### config.mk
export PLATFORM = sky130hd
export DESIGN_NAME = regfile_mp_flat
export DESIGN_NICKNAME = d
export VERILOG_FILES = /design/src/rtl/rf_pkg.sv /design/src/rtl/regfile_mp_if.sv /design/src/rtl/rf_wr_select.sv /design/src/rtl/regfile_mp.sv /design/src/flat_wrapper.sv
export SDC_FILE = /design/constraint.sdc
export NUM_CORES = 2
export LEC_CHECK = 0
export BUFFER_PORTS_ARGS = -buffer_cell sky130_fd_sc_hd__buf_2
export CORE_UTILIZATION = 57
export DETAILED_ROUTE_END_ITERATION = 8
export GPL_TIMING_DRIVEN = 0
export PLACE_DENSITY = 0.77
export SLEW_MARGIN = 10
export SYNTH_ARGS = -nofsm -noshare
export SYNTH_HDL_FRONTEND = slang
export SYNTH_SLANG_ARGS = --single-unit
### constraint.sdc
create_clock -name i_clk -period 6.65 [get_ports i_clk]
set_input_delay 1.33 -clock i_clk [delete_from_list [all_inputs] [get_ports i_clk]]
set_output_delay 1.33 -clock i_clk [all_outputs]
set_load 0.01 [all_outputs]
### src/rtl/rf_pkg.sv
// Shared defaults and scalar types for the multi-port register file.
// AW is derived here, and again per instance, so that it always tracks DEPTH.
package rf_pkg;

    localparam int RF_XLEN  = 32;
    localparam int RF_DEPTH = 32;
    localparam int RF_NR_RD = 2;
    localparam int RF_NR_WR = 2;
    localparam int RF_AW    = $clog2(RF_DEPTH);

    typedef logic [RF_AW-1:0]   rf_addr_t;
    typedef logic [RF_XLEN-1:0] rf_data_t;

endpackage

### src/rtl/regfile_mp_if.sv
// Read, write and issue bundle of the register file; the core drives through
// master, the register file sits behind slave.
interface regfile_mp_if
    import rf_pkg::*;
#(
    parameter int XLEN  = RF_XLEN,
    parameter int DEPTH = RF_DEPTH,
    parameter int NR_RD = RF_NR_RD,
    parameter int NR_WR = RF_NR_WR,
    parameter int AW    = $clog2(DEPTH)
);

    logic [NR_RD*AW-1:0]   i_rs_addr;
    logic [NR_RD*XLEN-1:0] o_rs_data;
    logic [NR_RD-1:0]      o_rs_busy;
    logic [NR_WR-1:0]      i_wr_en;
    logic [NR_WR*AW-1:0]   i_wr_addr;
    logic [NR_WR*XLEN-1:0] i_wr_data;
    logic                  i_issue_en;
    logic [AW-1:0]         i_issue_addr;
    logic [DEPTH-1:0]      o_busy_vec;

    modport master (
        output i_rs_addr, i_wr_en, i_wr_addr, i_wr_data, i_issue_en, i_issue_addr,
        input  o_rs_data, o_rs_busy, o_busy_vec
    );

    modport slave (
        input  i_rs_addr, i_wr_en, i_wr_addr, i_wr_data, i_issue_en, i_issue_addr,
        output o_rs_data, o_rs_busy, o_busy_vec
    );

endinterface

### src/rtl/rf_wr_select.sv
// Matches one register address against every write port.  When ports collide,
// the highest-index port wins.
module rf_wr_select #(
    parameter int XLEN  = 32,
    parameter int AW    = 5,
    parameter int NR_WR = 2
) (
    input  logic [AW-1:0]         addr,
    input  logic [NR_WR-1:0]      wr_en,
    input  logic [NR_WR*AW-1:0]   wr_addr,
    input  logic [NR_WR*XLEN-1:0] wr_data,
    output logic                  hit,
    output logic [XLEN-1:0]       data
);

    // Ascending scan: a later match overwrites an earlier one, which gives
    // the higher port precedence.
    always_comb begin
        hit  = 1'b0;
        data = '0;
        for (int j = 0; j < NR_WR; j++) begin
            if (wr_en[j] && (wr_addr[j*AW +: AW] == addr)) begin
                hit  = 1'b1;
                data = wr_data[j*XLEN +: XLEN];
            end
        end
    end

endmodule

### src/rtl/regfile_mp.sv
// Multi-port integer register file with an optional write-to-read bypass and a
// per-register busy scoreboard that lets decode stall on RAW hazards.
module regfile_mp
    import rf_pkg::*;
#(
    parameter int XLEN     = RF_XLEN,
    parameter int DEPTH    = RF_DEPTH,
    parameter int NR_RD    = RF_NR_RD,
    parameter int NR_WR    = RF_NR_WR,
    parameter int BYPASS   = 1,
    parameter int ZERO_REG = 1,
    parameter int AW       = $clog2(DEPTH)
) (
    input  logic          i_clk,
    input  logic          i_reset,
    regfile_mp_if.slave   bus
);

    logic [XLEN-1:0]  regs_reg [DEPTH];
    logic [DEPTH-1:0] busy_reg;
    logic [DEPTH-1:0] busy_next;

    logic [DEPTH-1:0] wr_hit;
    logic [DEPTH-1:0] reg_we;
    logic [XLEN-1:0]  wr_val [DEPTH];

    // Per-register write decode.  Register 0 never takes a write when it is
    // hardwired.
    generate
        for (genvar gi = 0; gi < DEPTH; gi++) begin : g_reg
            localparam logic [AW-1:0] REG_ADDR = AW'(gi);

            rf_wr_select #(
                .XLEN  (XLEN),
                .AW    (AW),
                .NR_WR (NR_WR)
            ) u_sel (
                .addr    (REG_ADDR),
                .wr_en   (bus.i_wr_en),
                .wr_addr (bus.i_wr_addr),
                .wr_data (bus.i_wr_data),
                .hit     (wr_hit[gi]),
                .data    (wr_val[gi])
            );

            if ((ZERO_REG != 0) && (gi == 0)) begin : g_zero
                assign reg_we[gi] = 1'b0;
            end else begin : g_norm
                assign reg_we[gi] = wr_hit[gi];
            end
        end
    endgenerate

    // Apply the write clear before the issue set, so that a new producer
    // issued in the same cycle keeps its register busy.
    always_comb begin
        busy_next = busy_reg;
        for (int i = 0; i < DEPTH; i++) begin
            if (wr_hit[i]) begin
                busy_next[i] = 1'b0;
            end
            if (bus.i_issue_en && (bus.i_issue_addr == AW'(i))) begin
                busy_next[i] = 1'b1;
            end
        end
        if (ZERO_REG != 0) begin
            busy_next[0] = 1'b0;
        end
    end

    always_ff @(posedge i_clk or negedge i_reset) begin
        if (!i_reset) begin
            for (int i = 0; i < DEPTH; i++) begin
                regs_reg[i] <= '0;
            end
            busy_reg <= '0;
        end else begin
            for (int i = 0; i < DEPTH; i++) begin
                if (reg_we[i]) begin
                    regs_reg[i] <= wr_val[i];
                end
            end
            busy_reg <= busy_next;
        end
    end

    // The outputs are gated by reset so that a write the core drives while
    // reset is held does not reach the read ports through the bypass.
    generate
        for (genvar gi = 0; gi < NR_RD; gi++) begin : g_rd
            logic [AW-1:0]   rd_addr;
            logic            rd_hit;
            logic [XLEN-1:0] rd_wdata;
            logic            rd_zero;

            assign rd_addr = bus.i_rs_addr[gi*AW +: AW];
            assign rd_zero = (ZERO_REG != 0) && (rd_addr == '0);

            if (BYPASS != 0) begin : g_byp
                rf_wr_select #(
                    .XLEN  (XLEN),
                    .AW    (AW),
                    .NR_WR (NR_WR)
                ) u_sel (
                    .addr    (rd_addr),
                    .wr_en   (bus.i_wr_en),
                    .wr_addr (bus.i_wr_addr),
                    .wr_data (bus.i_wr_data),
                    .hit     (rd_hit),
                    .data    (rd_wdata)
                );
            end else begin : g_nobyp
                assign rd_hit   = 1'b0;
                assign rd_wdata = '0;
            end

            assign bus.o_rs_data[gi*XLEN +: XLEN] =
                (!i_reset || rd_zero) ? '0 :
                rd_hit                ? rd_wdata :
                                        regs_reg[rd_addr];

            assign bus.o_rs_busy[gi] = i_reset && busy_reg[rd_addr] && !rd_hit;
        end
    endgenerate

    assign bus.o_busy_vec = i_reset ? busy_reg : '0;

endmodule

### src/flat_wrapper.sv
// flat-port wrapper written by rule: the top's interface ports become plain ports
module regfile_mp_flat import rf_pkg::*;
#(
    parameter int XLEN     = RF_XLEN,
    parameter int DEPTH    = RF_DEPTH,
    parameter int NR_RD    = RF_NR_RD,
    parameter int NR_WR    = RF_NR_WR,
    parameter int BYPASS   = 1,
    parameter int ZERO_REG = 1,
    parameter int AW       = $clog2(DEPTH)
)
  (i_clk, i_reset, bus_i_rs_addr, bus_i_wr_en, bus_i_wr_addr, bus_i_wr_data, bus_i_issue_en, bus_i_issue_addr, bus_o_rs_data, bus_o_rs_busy, bus_o_busy_vec);
  regfile_mp_if #(.XLEN(XLEN), .DEPTH(DEPTH), .NR_RD(NR_RD), .NR_WR(NR_WR), .AW(AW)) bus_i ();
  input  logic i_clk;
  input  logic i_reset;
  input wire logic [$bits(bus_i.i_rs_addr)-1:0] bus_i_rs_addr;
  input wire logic [$bits(bus_i.i_wr_en)-1:0] bus_i_wr_en;
  input wire logic [$bits(bus_i.i_wr_addr)-1:0] bus_i_wr_addr;
  input wire logic [$bits(bus_i.i_wr_data)-1:0] bus_i_wr_data;
  input wire logic [$bits(bus_i.i_issue_en)-1:0] bus_i_issue_en;
  input wire logic [$bits(bus_i.i_issue_addr)-1:0] bus_i_issue_addr;
  output wire logic [$bits(bus_i.o_rs_data)-1:0] bus_o_rs_data;
  output wire logic [$bits(bus_i.o_rs_busy)-1:0] bus_o_rs_busy;
  output wire logic [$bits(bus_i.o_busy_vec)-1:0] bus_o_busy_vec;
  assign bus_i.i_rs_addr = bus_i_rs_addr;
  assign bus_i.i_wr_en = bus_i_wr_en;
  assign bus_i.i_wr_addr = bus_i_wr_addr;
  assign bus_i.i_wr_data = bus_i_wr_data;
  assign bus_i.i_issue_en = bus_i_issue_en;
  assign bus_i.i_issue_addr = bus_i_issue_addr;
  assign bus_o_rs_data = bus_i.o_rs_data;
  assign bus_o_rs_busy = bus_i.o_rs_busy;
  assign bus_o_busy_vec = bus_i.o_busy_vec;
  regfile_mp #(.XLEN(XLEN), .DEPTH(DEPTH), .NR_RD(NR_RD), .NR_WR(NR_WR), .BYPASS(BYPASS), .ZERO_REG(ZERO_REG), .AW(AW)) u_core (.i_clk(i_clk), .i_reset(i_reset), .bus(bus_i));
endmodule
==> run summary <==
total power draw - 22.7 mW
layout cells sized above 1 - 0.158
worst setup path class - in2out
routability cong. - 1.09
cell taking the most area after synthesis - dfrtp_1
Core Util, Final - 0.634
hold buffers post-CTS - 0
sequential share of the synthesized area - 0.390
critical path required time - 5320 ps
Post-Syn Area - 0.0656 mm²
HP Class - in2async
Die Y - 341 µm
Final WS setup - -247 ps
DR iter-0 viols - 11600
number of buffers on the longest clock path - 3
Startpoint Class - input port
synthesized area per cell - 10.2 µm²
critical-path maximum fanout - 10
most frequent cell after synthesis - mux2i_1
H-tree levels - 3
dpl hpwl - 248 mm
largest net degree at the start of global routing - 149
nets@finish - 6793
die area - 0.116 mm²
vias per inst - 7.33
period utilisation layout - 1.04
Leak - 31.2 nW
FF+latch count, synth - 1023
final setup violating endpoints - 15
Vias - 60900
CTS root buffer - clkbuf_16
Max-slew headroom - -0.0303
core area - 0.114 mm²
Die X-Extent - 341 µm
top post-synthesis cells by area - dfrtp_1, mux2i_1, mux4_2, a21oi_1, o21ai_0
Synth top area share - 0.390
Slew Viols, Final - 11
vias in the first global route - 56700
Mapped Cells - 6456
failing checks - DRC, capacitance limit, slew limit, setup timing
CTS buffer count - 113
GRT overflow - 0
post-synth cell types - 54
CTS tree - yes
initial core utilization - 0.575
initial antenna violation count - 10
Final Hold Viols - 0
Synth Warn # - 0
global-route wire length before repair - 434 mm
PortBufs - 119
Worst Path Arrival - 5570 ps
RSZ-0062 raised after global routing - false
status - complete, but fails checks
post-DR wirelength/cell - 38.1 µm
CTS Sinks - 1023
Largest register FFs - 992
max_cap viols - 1
Critical Path Sink Type - primary output
num rows - 124
Pre-Repair DR Iteration Count - 9
async set or reset register ratio after synthesis - 1.00
FMAX - 145 MHz
Clock Pin Slew Worst Setup and Hold Paths - 60 ps
number of flops mapped to enable cells by yosys - 0
area grow syn2layout - 10.4%
ys flop type - dfrtp_1
Worst VDD drop - 0.313 mV
Post-Route WL - 317 mm
DRC viols - 7
I/O Pins - 192
Synth top cells by count - mux2i_1, dfrtp_1, nor2_1
Total GRT Usage - 0.533
Power Dens Cells - 314 mW/mm²
Routed Antenna Nets - 0
syn nets - 6550
final hold slack - 469 ps
clk_skew - 0 ps
worst slew pin tran - 1550 ps
Clock Latency Late Sink - 760 ps
minimum clock period - 6900 ps
logic make-up (layout without fill, tap and decap cells):
kind of cell / Yosys count / in the layout / share of synthesized area
AND/OR/NAND/NOR: 1373 / 1373 / 0.0909
buffers and inverters: 826 / 1161 / 0.0539
other: 1 / 4 / 0.0000572
XOR/XNOR: 20 / 20 / 0.00267
AO/OA/AOI/OAI: 1500 / 1500 / 0.133
multiplexers: 1713 / 1713 / 0.330
flip-flops: 1023 / 1023 / 0.390
cell type report:
cell class              count  area, µm²
multi-input cells        4607      36600
well taps                1512       1890
fillers                  9638      41800
flip-flops and latches   1023      25600
repair buffers            128        830
clock inverters            45        543
plain buffers             822       3540
diodes                      3       7.51
clock buffers             162       3430
inverters                   4       15.0
metrics by stage:
stage | cell area [µm²] | worst slack, ps | setup TNS, ps | cells
floorplan | 65600 | 2270 | 0 | 6456
global placement | 68100 | -20920 | - | 8087
detailed placement | 68400 | -138 | -308 | 8096
CTS | 72300 | 162 | 0 | 8303
global route | 72400 | 3.07 | 0 | 8303
finish | 72400 | -247 | -1720 | 8306
per-layer routing:
| metal | vias to the layer above | part of all wire | routed length [µm] | track usage |
|---|---|---|---|---|
| li1 | 24000 | - | - | - |
| met1 | 30200 | 0.37 | 116000 | 0.705 |
| met2 | 5571 | 0.39 | 124000 | 0.703 |
| met3 | 1025 | 0.19 | 60200 | 0.304 |
| met4 | 29 | 0.052 | 16400 | 0.231 |
| met5 | - | 0.0017 | 524 | 0.0172 |
power breakdown:
| group | total (mW) | internal, mW | switching [mW] |
|---|---|---|---|
| registers | 9.89 | 7.88 | 2.01 |
| logic | 5.94 | 2.76 | 3.19 |
| clock network | 6.89 | 3.96 | 2.94 |
worst paths after layout:
check | end | slack, ps | depth (start not counted) | start
min | u_core.regs_reg[828]$_DFFE_PN0P_ | 470 | 1 | i_reset
max reg2reg | u_core.busy_reg[1]$_DFFE_PN0P_ | 5650 | 1 | u_core.busy_reg[1]$_DFFE_PN0P_
min reg2reg | u_core.regs_reg[909]$_DFFE_PN0P_ | 580 | 2 | u_core.regs_reg[909]$_DFFE_PN0P_
min in group i_clk | u_core.regs_reg[909]$_DFFE_PN0P_ | 580 | 2 | u_core.regs_reg[909]$_DFFE_PN0P_
max | bus_o_rs_data[32] | -250 | 8 | bus_i_rs_addr[8]
max in group asynchronous | u_core.regs_reg[778]$_DFFE_PN0P_ | 3810 | 4 | i_reset
critical path: stages:
cell and delay (ps):
buf_2 260, clkbuf_1 940, and2_1 340, clkbuf_1 330
clkbuf_1 570, a221oi_1 340, a211oi_1 1120, buf_2 300
timing repair:
item	CTS	global route
hold endpoints to repair	0	0
endpoints found under the setup margin	4	14
buffers inserted	0	0
gates resized for setup	2	17
cloned	0	0
placed cells by master, fill, tap and decap left out, drive strengths merged, types with 5 or more instances in the layout:
master    instances
o221ai           31
inv               5
xor2             12
a22o             64
clkinv           29
nor2b            18
nand2           565
mux4            345
or2               5
nor3             16
or3               5
clkinvlp          5
o22ai            61
and2             34
buf             453
a32o              5
nor3b             5
a221oi           64
nand4            32
a21oi           547
clkbuf          657
dfrtp          1023
nand3            38
nor2            580
mux2            127
xnor2             8
o21ai           533
nor4             40
mux2i          1241
a22oi           156
bufinv           10
nand2b           13
a211oi           31
Note: power is estimated with default switching activity, not from simulation.
